==> src/rtl/reset_pkg.sv <==
// Shared types and constants for the SoC reset sequencer.
package reset_pkg;

  localparam int unsigned RESET_COUNT_W = 8;

  typedef enum logic [1:0] {
    POWER_ON  = 2'd0,
    LOCK_LOSS = 2'd1,
    BUTTON    = 2'd2,
    SOFTWARE  = 2'd3
  } reset_cause_t;

  typedef enum logic [1:0] {
    WAIT_LOCK = 2'd0,
    HOLD      = 2'd1,
    RUN       = 2'd2
  } seq_state_t;

  function automatic logic [RESET_COUNT_W-1:0] sat_inc(input logic [RESET_COUNT_W-1:0] v);
    if (v == {RESET_COUNT_W{1'b1}}) begin
      sat_inc = v;
    end else begin
      sat_inc = v + {{(RESET_COUNT_W-1){1'b0}}, 1'b1};
    end
  endfunction

endpackage

==> src/rtl/sync_2ff.sv <==
// Two-flop synchronizer bringing an asynchronous level into the clk_in domain.
module sync_2ff (
  input  logic clk_in,
  input  logic reset_in,
  input  logic d_in,
  output logic q_out
);

  logic meta_q;
  logic sync_q;

  // synchronizer chain, cleared to 0 by the async reset
  always_ff @(posedge clk_in or negedge reset_in) begin
    if (!reset_in) begin
      meta_q <= 1'b0;
      sync_q <= 1'b0;
    end else begin
      meta_q <= d_in;
      sync_q <= meta_q;
    end
  end

  assign q_out = sync_q;

endmodule

==> src/rtl/reset_sequencer.sv <==
// SoC reset controller: waits for stable PLL lock, stretches reset, then
// re-sequences on lock loss, button or software request and records the cause.
module reset_sequencer
  import reset_pkg::*;
#(
  parameter int unsigned LOCK_STABLE_CYCLES = 16,
  parameter int unsigned HOLD_CYCLES        = 8
) (
  input  logic                     clk_in,
  input  logic                     reset_in,
  input  logic                     locked_in,
  input  logic                     btn_pulse_in,
  input  logic                     sw_req_in,
  output logic                     soc_reset_out,
  output logic [1:0]               cause_out,
  output logic [RESET_COUNT_W-1:0] reset_count_out
);

  localparam int unsigned SW = $clog2(LOCK_STABLE_CYCLES) + 1;
  localparam int unsigned HW = $clog2(HOLD_CYCLES) + 1;
  localparam logic [SW-1:0] STABLE_LAST = SW'(LOCK_STABLE_CYCLES - 1);
  localparam logic [HW-1:0] HOLD_LAST   = HW'(HOLD_CYCLES - 1);

  logic                     locked_sync;
  seq_state_t               state_q,  state_d;
  logic [SW-1:0]            stable_q, stable_d;
  logic [HW-1:0]            hold_q,   hold_d;
  reset_cause_t             cause_q,  cause_d;
  logic [RESET_COUNT_W-1:0] count_q,  count_d;
  logic                     soc_q,    soc_d;

  sync_2ff u_lock_sync (
    .clk_in   (clk_in),
    .reset_in (reset_in),
    .d_in     (locked_in),
    .q_out    (locked_sync)
  );

  // next-state logic; lock loss outranks button, button outranks software
  always_comb begin
    state_d  = state_q;
    stable_d = stable_q;
    hold_d   = hold_q;
    cause_d  = cause_q;
    count_d  = count_q;
    case (state_q)
      WAIT_LOCK: begin
        if (!locked_sync) begin
          stable_d = {SW{1'b0}};
        end else if (stable_q == STABLE_LAST) begin
          state_d = HOLD;
          hold_d  = {HW{1'b0}};
        end else begin
          stable_d = stable_q + {{(SW-1){1'b0}}, 1'b1};
        end
        if (btn_pulse_in) begin
          cause_d = BUTTON;
        end else begin
          cause_d = cause_q;
        end
      end
      HOLD: begin
        if (!locked_sync) begin
          state_d  = WAIT_LOCK;
          stable_d = {SW{1'b0}};
          cause_d  = LOCK_LOSS;
        end else if (btn_pulse_in) begin
          hold_d  = {HW{1'b0}};
          cause_d = BUTTON;
        end else if (hold_q == HOLD_LAST) begin
          state_d = RUN;
        end else begin
          hold_d = hold_q + {{(HW-1){1'b0}}, 1'b1};
        end
      end
      RUN: begin
        if (!locked_sync) begin
          state_d  = WAIT_LOCK;
          stable_d = {SW{1'b0}};
          cause_d  = LOCK_LOSS;
          count_d  = sat_inc(count_q);
        end else if (btn_pulse_in) begin
          state_d = HOLD;
          hold_d  = {HW{1'b0}};
          cause_d = BUTTON;
          count_d = sat_inc(count_q);
        end else if (sw_req_in) begin
          state_d = HOLD;
          hold_d  = {HW{1'b0}};
          cause_d = SOFTWARE;
          count_d = sat_inc(count_q);
        end else begin
          state_d = RUN;
        end
      end
      default: begin
        state_d  = WAIT_LOCK;
        stable_d = {SW{1'b0}};
        hold_d   = {HW{1'b0}};
      end
    endcase
    // SoC reset is released exactly while the next state is RUN
    soc_d = (state_d == RUN);
  end

  // state and output registers
  always_ff @(posedge clk_in or negedge reset_in) begin
    if (!reset_in) begin
      state_q  <= WAIT_LOCK;
      stable_q <= {SW{1'b0}};
      hold_q   <= {HW{1'b0}};
      cause_q  <= POWER_ON;
      count_q  <= {RESET_COUNT_W{1'b0}};
      soc_q    <= 1'b0;
    end else begin
      state_q  <= state_d;
      stable_q <= stable_d;
      hold_q   <= hold_d;
      cause_q  <= cause_d;
      count_q  <= count_d;
      soc_q    <= soc_d;
    end
  end

  assign soc_reset_out   = soc_q;
  assign cause_out       = cause_q;
  assign reset_count_out = count_q;

endmodule

==> config.mk <==
export PLATFORM = sky130hd
export DESIGN_NAME = reset_sequencer
export DESIGN_NICKNAME = d
export VERILOG_FILES = /design/src/rtl/reset_pkg.sv /design/src/rtl/sync_2ff.sv /design/src/rtl/reset_sequencer.sv
export SDC_FILE = /design/constraint.sdc
export NUM_CORES = 1
export LEC_CHECK = 0
export ABC_AREA = 1
export BUFFER_PORTS_ARGS = -buffer_cell sky130_fd_sc_hd__buf_2
export CORE_MARGIN = 2
export CORE_UTILIZATION = 48
export DETAILED_ROUTE_END_ITERATION = 8
export PLACE_DENSITY = 0.71
export SKIP_CTS_REPAIR_TIMING = 1
export SLEW_MARGIN = 20
export SYNTH_ARGS = -nofsm -noshare
export SYNTH_HDL_FRONTEND = slang
export SYNTH_SLANG_ARGS = --single-unit
==> constraint.sdc <==
create_clock -name clk_in -period 3.1 [get_ports clk_in]
set_input_delay 0.775 -clock clk_in [delete_from_list [all_inputs] [get_ports clk_in]]
set_output_delay 0.775 -clock clk_in [all_outputs]
set_load 0.1 [all_outputs]
==> reports/metrics.csv, run 1 <==
stage;metric;value;unit
cts;cts_made_buffers;3;
floorplanning;fp.dieW;58.7;um
cts;root_buffer;clkbuf_4;
power;power.total;0.000568;W
floorplanning;row_count;19;
drt;met2WireLength;1.33;mm
drt;wl_per_cell;11.1;um
setup_path;cp_data_required_time;2320;ps
global_routing;grt_pass1_wl;4.83;mm
logic_synthesis;synthFlopType;dfrtp_1;
logic_synthesis;synth.distinct_cells;22;
logic_synthesis;yosysMostFrequentCell;nand2_1;
drt;vias_per_cell;5.07;
sta;worst_pin_slew;523;ps
drt;drtIter0Drc;29;
setup_path;crit_chain;buf_2;
power;p_per_area;357;mW/mm2
logic_synthesis;synth_area_leaders;dfrtp_1 42%, nand2_1 20%, inv_1 7.6%;
power;p_sw;0.000112;W
run;drv_cap;0;
sta;hold_viol;0;
setup_path;crit_family;flip-flops;
power;clkPwrFrac;0.393;
drt;first_pass_iters;4;
cts;clock-sinks;24;
sta;setup_viol;0;
placed_design;place_hpwl;2.10;mm
logic_synthesis;synth_top_area_cell;dfrtp_1;
power;ir_drop;0.322;mV
drt;wirelength;2.69;mm
logic_synthesis;ys_ff_latch;24;
power;static-leakage-power;0.875;nW
setup_path;crit_slowest_cell;dfrtp_1;
drt;remaining_drc_errors;0;
power;combPwrFrac;0.037;
global_routing;grt_max_degree;25;
power;p_int;0.000456;W
global_routing;grt-ovfl-total;0;
outcome;status;finished, final reports clean;
logic_synthesis;netlist_top_cells_count;75 x nand2_1, 29 x inv_1, 24 x dfrtp_1;
cells_and_area;final_util;0.567;
logic_synthesis;netlist.area_leader.share;0.418;
cells_and_area;layout-drive-gt1-share;0.123;
floorplanning;die_area;0.00345;mm2
global_routing;grt_pass1_vias;1150;
placed_design;portBuffers;15;
logic_synthesis;synth_fp_nets;207;
cts;clk_pin_slew;130;ps
logic_synthesis;async_reset_ff_frac;1.00;
placed_design;gp_congestion;0.885;
setup_path;max_stage_delay;470;ps
logic_synthesis;netlist_area;0.00144;mm2
cts;cts_tree;yes;
setup_path;crit_buf_inv;1;
logic_synthesis;ys_warn_count;0;
drt;top_layer;met4;
floorplanning;core_area;0.00281;mm2
sta;slew_headroom;0.651;
power;switching_share;0.198;
setup_path;critPathKind;reg2out;
global_routing;antenna_found_initial;0;
cts;insertion_delay;310;ps
power;power_frac_seq;0.569;
sta;drv_slew;0;
logic_synthesis;synthCells;194;
global_routing;grt_usage;0.180;
sta;setup_tns;0;ps
setup_path;cp-end-kind;output pin;
sta;finalCritPeriodShare;0.652;
drt;drt-met1-wl;1.21;mm
floorplanning;dieHeight;58.7;um
setup_path;cp.arrival;1240;ps
logic_synthesis;seq_area_frac_synth;0.418;
sta;finalCriticalPeriod;2020;ps
sta;finClkSkew;3.56;ps
cells_and_area;diodes;0;
cells_and_area;final_net_count;226;
sta;fmax;495;MHz
sta;rsz0062_at_grt;no;
logic_synthesis;syn_avg_cell_area;7.41;um2
drt;drt.antenna.violating_nets;0;
drt;wl_met3;112;um
setup_path;setup.worst_path.start_class;register;
setup_path;path_max_fanout;7;
min_path;hold_path.class;reg2reg;
cts;htree_levels;1;
cells_and_area;syn2layout_area_growth;10.6;%
floorplanning;pin_count;16;
logic_synthesis;synth_edf_count;0;
drt;via_count;1232;
floorplanning;initial_core_util;0.512;
cts;clockBufferDepth;2;
## worst reg2reg max path, delay by kind of cell, from the launching register on
family,cells,cell delay [ps]
fa+ha+maj,2,340
simple gates,8,820
flops,1,410
## cell usage in the layout, fill, tap and decap left out
master	instances
a21oi_1	2
nor2_1	11
ha_1	8
inv_1	29
nand3_2	1
clkbuf_4	3
nand4_1	6
xnor2_1	2
nor2_4	1
o21ai_0	9
nand2_1	75
o22ai_1	2
nor3_1	1
xor2_1	3
nand2_2	2
o21bai_1	1
a21oi_4	1
o21a_1	1
dfrtp_1	24
buf_2	15
nand3_1	12
nor2_2	1
bufinv_16	1
or2_2	1
## state kept, by name, indices dropped and copies added (netlist names)
signal	count
reset_count_out	8
stable_q	5
soc_reset_out	1
cause_out	2
state_q	2
u_lock_sync.q_out	1
u_lock_sync.meta_q	1
hold_q	4
## area by class of cell
type                    instances  area (um2)
clock buffers                   3        22.5
clock inverters                 1        30.0
fillers                       274        1210
inverters                      29         109
multi-input cells             140         714
flip-flops and latches         24         601
well taps                      31        38.8
repair buffers                 15        75.1
## layer usage
metal | vias to the layer above | track usage
met3 | 4 | 0.0396
met2 | 22 | 0.316
met5 | - | 0
met4 | 0 | 0.0390
li1 | 642 | -
met1 | 564 | 0.228
## logic make-up after synthesis
group,count (synthesis),synth area share
flops,24,0.418
compound gates,16,0.0688
simple gates,111,0.328
fa+ha+maj,8,0.0696
xor+xnor,5,0.0305
buf+inv,30,0.0853
## power by group through the flow
| stage | clock network, W | logic [W] | registers, W |
|---|---|---|---|
| detailed placement | 0 | 0.0000220 | 0.000329 |
| finish | 0.000223 | 0.0000213 | 0.000323 |
| floorplan | 0 | 0.0000125 | 0.000328 |
| CTS | 0.000233 | 0.0000222 | 0.000323 |
| global placement | 0 | 0.0000211 | 0.000329 |
| global route | 0.000244 | 0.0000264 | 0.000325 |
## final timing paths
check / startpoint / cells after the start / end / slack, ps
hold reg to reg: u_lock_sync.meta_q / 0 / u_lock_sync.q_out / 370
max in group asynchronous: reset_in / 1 / hold_q[3] / 2340
min in group asynchronous: reset_in / 1 / state_q[0] / 420
hold / removal: u_lock_sync.meta_q / 0 / u_lock_sync.q_out / 370
setup / recovery: reset_count_out[5] / 1 / reset_count_out[5] / 1080
setup reg to reg: stable_q[0] / 10 / hold_q[1] / 1480
## stage by stage
step | hold WS [ps] | setup slack [ps] | std cells | area [um2]
floorplan | 331 | 1120 | 194 | 1440
global placement | 334 | 1460 | 239 | 1540
detailed placement | 336 | 1440 | 239 | 1540
CTS | 368 | 1070 | 243 | 1590
global route | 391 | 1020 | 243 | 1590
finish | 366 | 1080 | 243 | 1590
Note: power is estimated with default switching activity, not from simulation.
==> run 2, diff against run 1 <==
clock period = 2.01 ns   (was 3.1 ns; I/O delays follow)
==> reports/metrics.csv, run 2 (synthesized netlist as in run 1, its figures left out) <==
stage;metric;value;unit;change
floorplanning;initial_core_util;0.512;;unchanged
cells_and_area;final_cell_mix;75 x nand2_1, 29 x inv_1, 24 x dfrtp_1;;unchanged
cts;htree_levels;1;;unchanged
cells_and_area;multi_input_area;714;um2;unchanged
outcome;status;finished, final reports clean;;unchanged
cts;cts_made_buffers;3;;unchanged
cells_and_area;seqCellArea;601;um2;unchanged
cells_and_area;final_util;0.556;;was 0.567
drt;drt.antenna.violating_nets;0;;unchanged
drt;wl_per_cell;11.1;um;about the same
cells_and_area;diodes;0;;unchanged
placed_design;place_hpwl;2.05;mm;was 2.10 mm
placed_design;gp_congestion;0.878;;was 0.885
floorplanning;row_count;19;;unchanged
drt;wirelength;2.68;mm;was 2.69 mm
placed_design;portBuffers;15;;unchanged
drt;vias_per_cell;5.03;;was 5.07
setup_path;critPathKind;reg2out;;unchanged
power;p_per_area;480;mW/mm2;was 357 mW/mm2
drt;via_count;1217;;was 1,232
sta;setup_tns;0;ps;unchanged
sta;finalCriticalPeriod;1740;ps;
sta;slew_headroom;0.643;;was 0.651
cells_and_area;largest_reg_flops;8;;unchanged
setup_path;crit_chain;buf_2;;unchanged
sta;finalCritPeriodShare;0.866;;
sta;worst_pin_slew;536;ps;was 523 ps
floorplanning;core_area;0.00281;mm2;unchanged
setup_path;cp.arrival;1240;ps;about the same
min_path;hold_path.class;in2async;;was reg2reg
sta;hold_viol;0;;unchanged
sta;fmax;574;MHz;
sta;setup_viol;0;;unchanged
cells_and_area;layout-drive-gt1-share;0.118;;was 0.123
setup_path;path_max_fanout;7;;unchanged
cts;cts_tree;yes;;unchanged
global_routing;antenna_found_initial;0;;unchanged
setup_path;cp_data_required_time;1510;ps;was 2320 ps
setup_path;max_stage_delay;460;ps;was 470 ps
run;drv_cap;0;;unchanged
sta;drv_slew;0;;unchanged
power;static-leakage-power;0.861;nW;was 0.875 nW
cts;clk_pin_slew;130;ps;about the same
cts;clock-sinks;24;;unchanged
sta;hold_slack;137;ps;was 366 ps
global_routing;grt_pass1_vias;1125;;was 1,150
setup_path;critPathLaunch;reset_count_out[5];;unchanged
power;ir_drop;0.367;mV;was 0.322 mV
global_routing;grt_usage;0.178;;was 0.180
global_routing;grt_max_degree;25;;unchanged
floorplanning;fp.dieW;58.7;um;unchanged
setup_path;setup.worst_path.start_class;register;;unchanged
sta;rsz0062_at_grt;no;;unchanged
cells_and_area;fill_cells;277;;was 274
cells_and_area;syn2layout_area_growth;8.53;%;was 10.6%
floorplanning;die_area;0.00345;mm2;unchanged
setup_path;crit_family;flip-flops;;unchanged
cells_and_area;final_net_count;226;;unchanged
floorplanning;dieHeight;58.7;um;unchanged
cells_and_area;final_common_cell;nand2_1;;unchanged
drt;first_pass_iters;4;;unchanged
drt;remaining_drc_errors;0;;unchanged
setup_path;cp-end-kind;output pin;;unchanged
drt;drtIter0Drc;36;;was 29
floorplanning;pin_count;16;;unchanged
sta;finClkSkew;6.73;ps;was 3.56 ps
cts;insertion_delay;320;ps;was 310 ps
setup_path;crit_buf_inv;1;;unchanged
cts;root_buffer;clkbuf_4;;unchanged
cts;clockBufferDepth;2;;unchanged
global_routing;grt-ovfl-total;0;;unchanged
global_routing;grt_pass1_wl;4.78;mm;was 4.83 mm
setup_path;r2r_start;stable_q[0];;unchanged
setup_path;crit_slowest_cell;dfrtp_1;;unchanged
==> run 2: changes by cell type in the layout (fill, tap and decap cells not counted) <==
cell / previous run / this run
bufinv_16: 1 / 0
==> run 2: worst paths after layout <==
kind | cells after the start | slack (ps) | end
min in group clk_in | 1 | 280 | u_lock_sync.meta_q
max in group asynchronous | 1 | 1510 | reset_count_out[5]
hold reg to reg | 0 | 370 | u_lock_sync.q_out
hold / removal | 1 | 140 | cause_out[1]
setup reg to reg | 10 | 400 | stable_q[2]
setup / recovery | 1 | 270 | reset_count_out[5]
==> run 2: cell type report <==
cell class / count / area share
Clock buffer: 3 / 0.0144
Inverter: 29 / 0.0698
Multi-Input combinational cell: 140 / 0.458
Sequential cell: 24 / 0.385
Tap cell: 31 / 0.0249
Timing Repair Buffer: 15 / 0.0481
==> run 2: where the power goes <==
group          switching (W)  internal (W)  total [W]
Sequential        0.00000836      0.000491   0.000499
Clock               0.000146     0.0000704   0.000216
Combinational      0.0000228     0.0000107  0.0000335
Total               0.000177      0.000572   0.000748
==> run 2: routing by layer <==
metal,up-vias,share of wire,wire length [um],track usage
met5,-,0,0,0
li1,644,-,-,-
met3,4,0.024,64,0.0264
met1,553,0.49,1320,0.232
met2,16,0.47,1250,0.297
met4,0,0.018,47,0.0714
==> run 2: metrics by stage <==
| step | setup slack (ps) | instances | power [W] | area, um2 |
|---|---|---|---|---|
| 2_1_floorplan | 29.1 | 194 | 0.000524 | 1440 |
| 6_report | 268 | 242 | 0.000748 | 1560 |
| 3_3_place_gp | 477 | 239 | 0.000540 | 1540 |
| 3_5_place_dp | 432 | 239 | 0.000542 | 1540 |
| 5_1_grt | 176 | 242 | 0.000788 | 1560 |
| 4_1_cts | 260 | 242 | 0.000756 | 1560 |
==> run 3, diff against run 2 <==
CORE_UTILIZATION = 40   (was 48)
PLACE_DENSITY = 0.62   (was 0.71)
==> reports/metrics.csv, run 3 (synthesized netlist as in run 1, its figures left out) <==
stage;metric;value;unit;change
global_routing;grt_usage;0.151;;was 0.178
cells_and_area;largest_reg_flops;8;;unchanged
placed_design;gp_congestion;0.825;;was 0.878
setup_path;r2r_setup_slack;370;ps;was 400 ps
outcome;status;finished, final reports clean;;unchanged
setup_path;crit_buf_inv;1;;unchanged
drt;wl_per_cell;10.4;um;was 11.1 um
sta;hold_viol;0;;unchanged
floorplanning;pin_count;16;;unchanged
cells_and_area;seqCellArea;601;um2;unchanged
sta;slew_headroom;0.640;;was 0.643
setup_path;path_max_fanout;7;;unchanged
drt;vias_per_cell;4.65;;was 5.03
global_routing;grt_pass1_vias;1093;;was 1,125
cells_and_area;diodes;0;;unchanged
drt;drtIter0Drc;75;;was 36
drt;drt.antenna.violating_nets;0;;unchanged
sta;worst_pin_slew;540;ps;was 536 ps
setup_path;setup.worst_path.start_class;register;;unchanged
sta;setup_viol;0;;unchanged
setup_path;cp.arrival;1260;ps;was 1240 ps
drt;remaining_drc_errors;0;;unchanged
power;power.total;0.000896;W;was 0.000748 W
cells_and_area;layout-drive-gt1-share;0.123;;was 0.118
setup_path;crit_family;flip-flops;;unchanged
floorplanning;fp.dieW;64.0;um;was 58.7 um
cells_and_area;final_cell_mix;75 x nand2_1, 29 x inv_1, 24 x dfrtp_1;;unchanged
sta;fmax;567;MHz;was 574 MHz
cells_and_area;finalNonFillerCells;258;;was 242
setup_path;max_stage_delay;480;ps;was 460 ps
floorplanning;die_area;0.00409;mm2;was 0.00345 mm2
cells_and_area;syn2layout_area_growth;11.9;%;was 8.53%
cts;root_buffer;clkbuf_4;;unchanged
floorplanning;row_count;21;;was 19
cts;htree_levels;1;;unchanged
sta;setup_tns;0;ps;unchanged
cts;clockBufferDepth;2;;unchanged
global_routing;grt-ovfl-total;0;;unchanged
global_routing;grt_max_degree;25;;unchanged
power;p_per_area;557;mW/mm2;was 480 mW/mm2
floorplanning;initial_core_util;0.424;;was 0.512
floorplanning;dieHeight;64.0;um;was 58.7 um
cts;cts_tree;yes;;unchanged
setup_path;critPathKind;reg2out;;unchanged
global_routing;grt_pass1_wl;4.89;mm;was 4.78 mm
placed_design;placed_cells;254;;was 239
power;ir_drop;0.203;mV;was 0.367 mV
setup_path;cp_data_required_time;1510;ps;about the same
sta;finClkSkew;17.9;ps;was 6.73 ps
setup_path;cp-end-kind;output pin;;unchanged
cts;cts_made_buffers;3;;unchanged
sta;finalCritPeriodShare;0.877;;was 0.866
setup_path;crit_slowest_cell;dfrtp_1;;unchanged
cells_and_area;final_util;0.475;;was 0.556
drt;via_count;1200;;was 1,217
sta;rsz0062_at_grt;no;;unchanged
drt;first_pass_iters;4;;unchanged
min_path;hold_path.class;in2async;;unchanged
sta;drv_slew;0;;unchanged
cells_and_area;final_common_cell;nand2_1;;unchanged
global_routing;antenna_found_initial;0;;unchanged
cells_and_area;multi_input_area;714;um2;unchanged
cts;clk_pin_slew;160;ps;was 130 ps
floorplanning;core_area;0.00339;mm2;was 0.00281 mm2
power;static-leakage-power;0.875;nW;was 0.861 nW
placed_design;place_hpwl;2.03;mm;was 2.05 mm
placed_design;portBuffers;15;;unchanged
setup_path;crit_chain;buf_2;;unchanged
cts;clock-sinks;24;;unchanged
cells_and_area;final_net_count;226;;unchanged
cts;insertion_delay;330;ps;was 320 ps
cells_and_area;fill_cells;341;;was 277
drt;wirelength;2.69;mm;was 2.68 mm
run;drv_cap;0;;unchanged
sta;finalCriticalPeriod;1760;ps;was 1740 ps
run 3: area by class of cell:
cell class / count / area share
clock buffers: 3 / 0.0140
clock inverters: 1 / 0.0187
repair buffers: 15 / 0.0467
inverters: 29 / 0.0677
multi-input cells: 140 / 0.444
well taps: 46 / 0.0358
flip-flops and latches: 24 / 0.373
run 3: worst paths after layout:
kind	start	endpoint	cells after the start
max	reset_count_out[5]	reset_count_out[5]	1
min	reset_in	soc_reset_out	1
max reg2reg	stable_q[0]	stable_q[2]	10
min reg2reg	u_lock_sync.meta_q	u_lock_sync.q_out	0
max in group asynchronous	reset_in	reset_count_out[2]	1
min in group clk_in	locked_in	u_lock_sync.meta_q	1
run 3: routing by layer:
layer  part of all wire  global-route usage
met1               0.53               0.207
met5                  0                   0
met2               0.44               0.240
met3              0.023              0.0282
met4              0.013              0.0489
run 3: metrics by stage:
stage / area (um2) / setup WS (ps) / hold WS, ps
after global routing: 1610 / 160 / 150
final: 1610 / 248 / 124
after floorplan: 1440 / 29.1 / 207
after global placement: 1560 / 448 / 333
after CTS: 1610 / 238 / 151
after detailed placement: 1560 / 426 / 336
run 3: report_power, final:
part	switching, W	total, W	internal [W]
logic	0.0000225	0.0000332	0.0000107
registers	0.00000846	0.000499	0.000491
clock network	0.000162	0.000363	0.000202
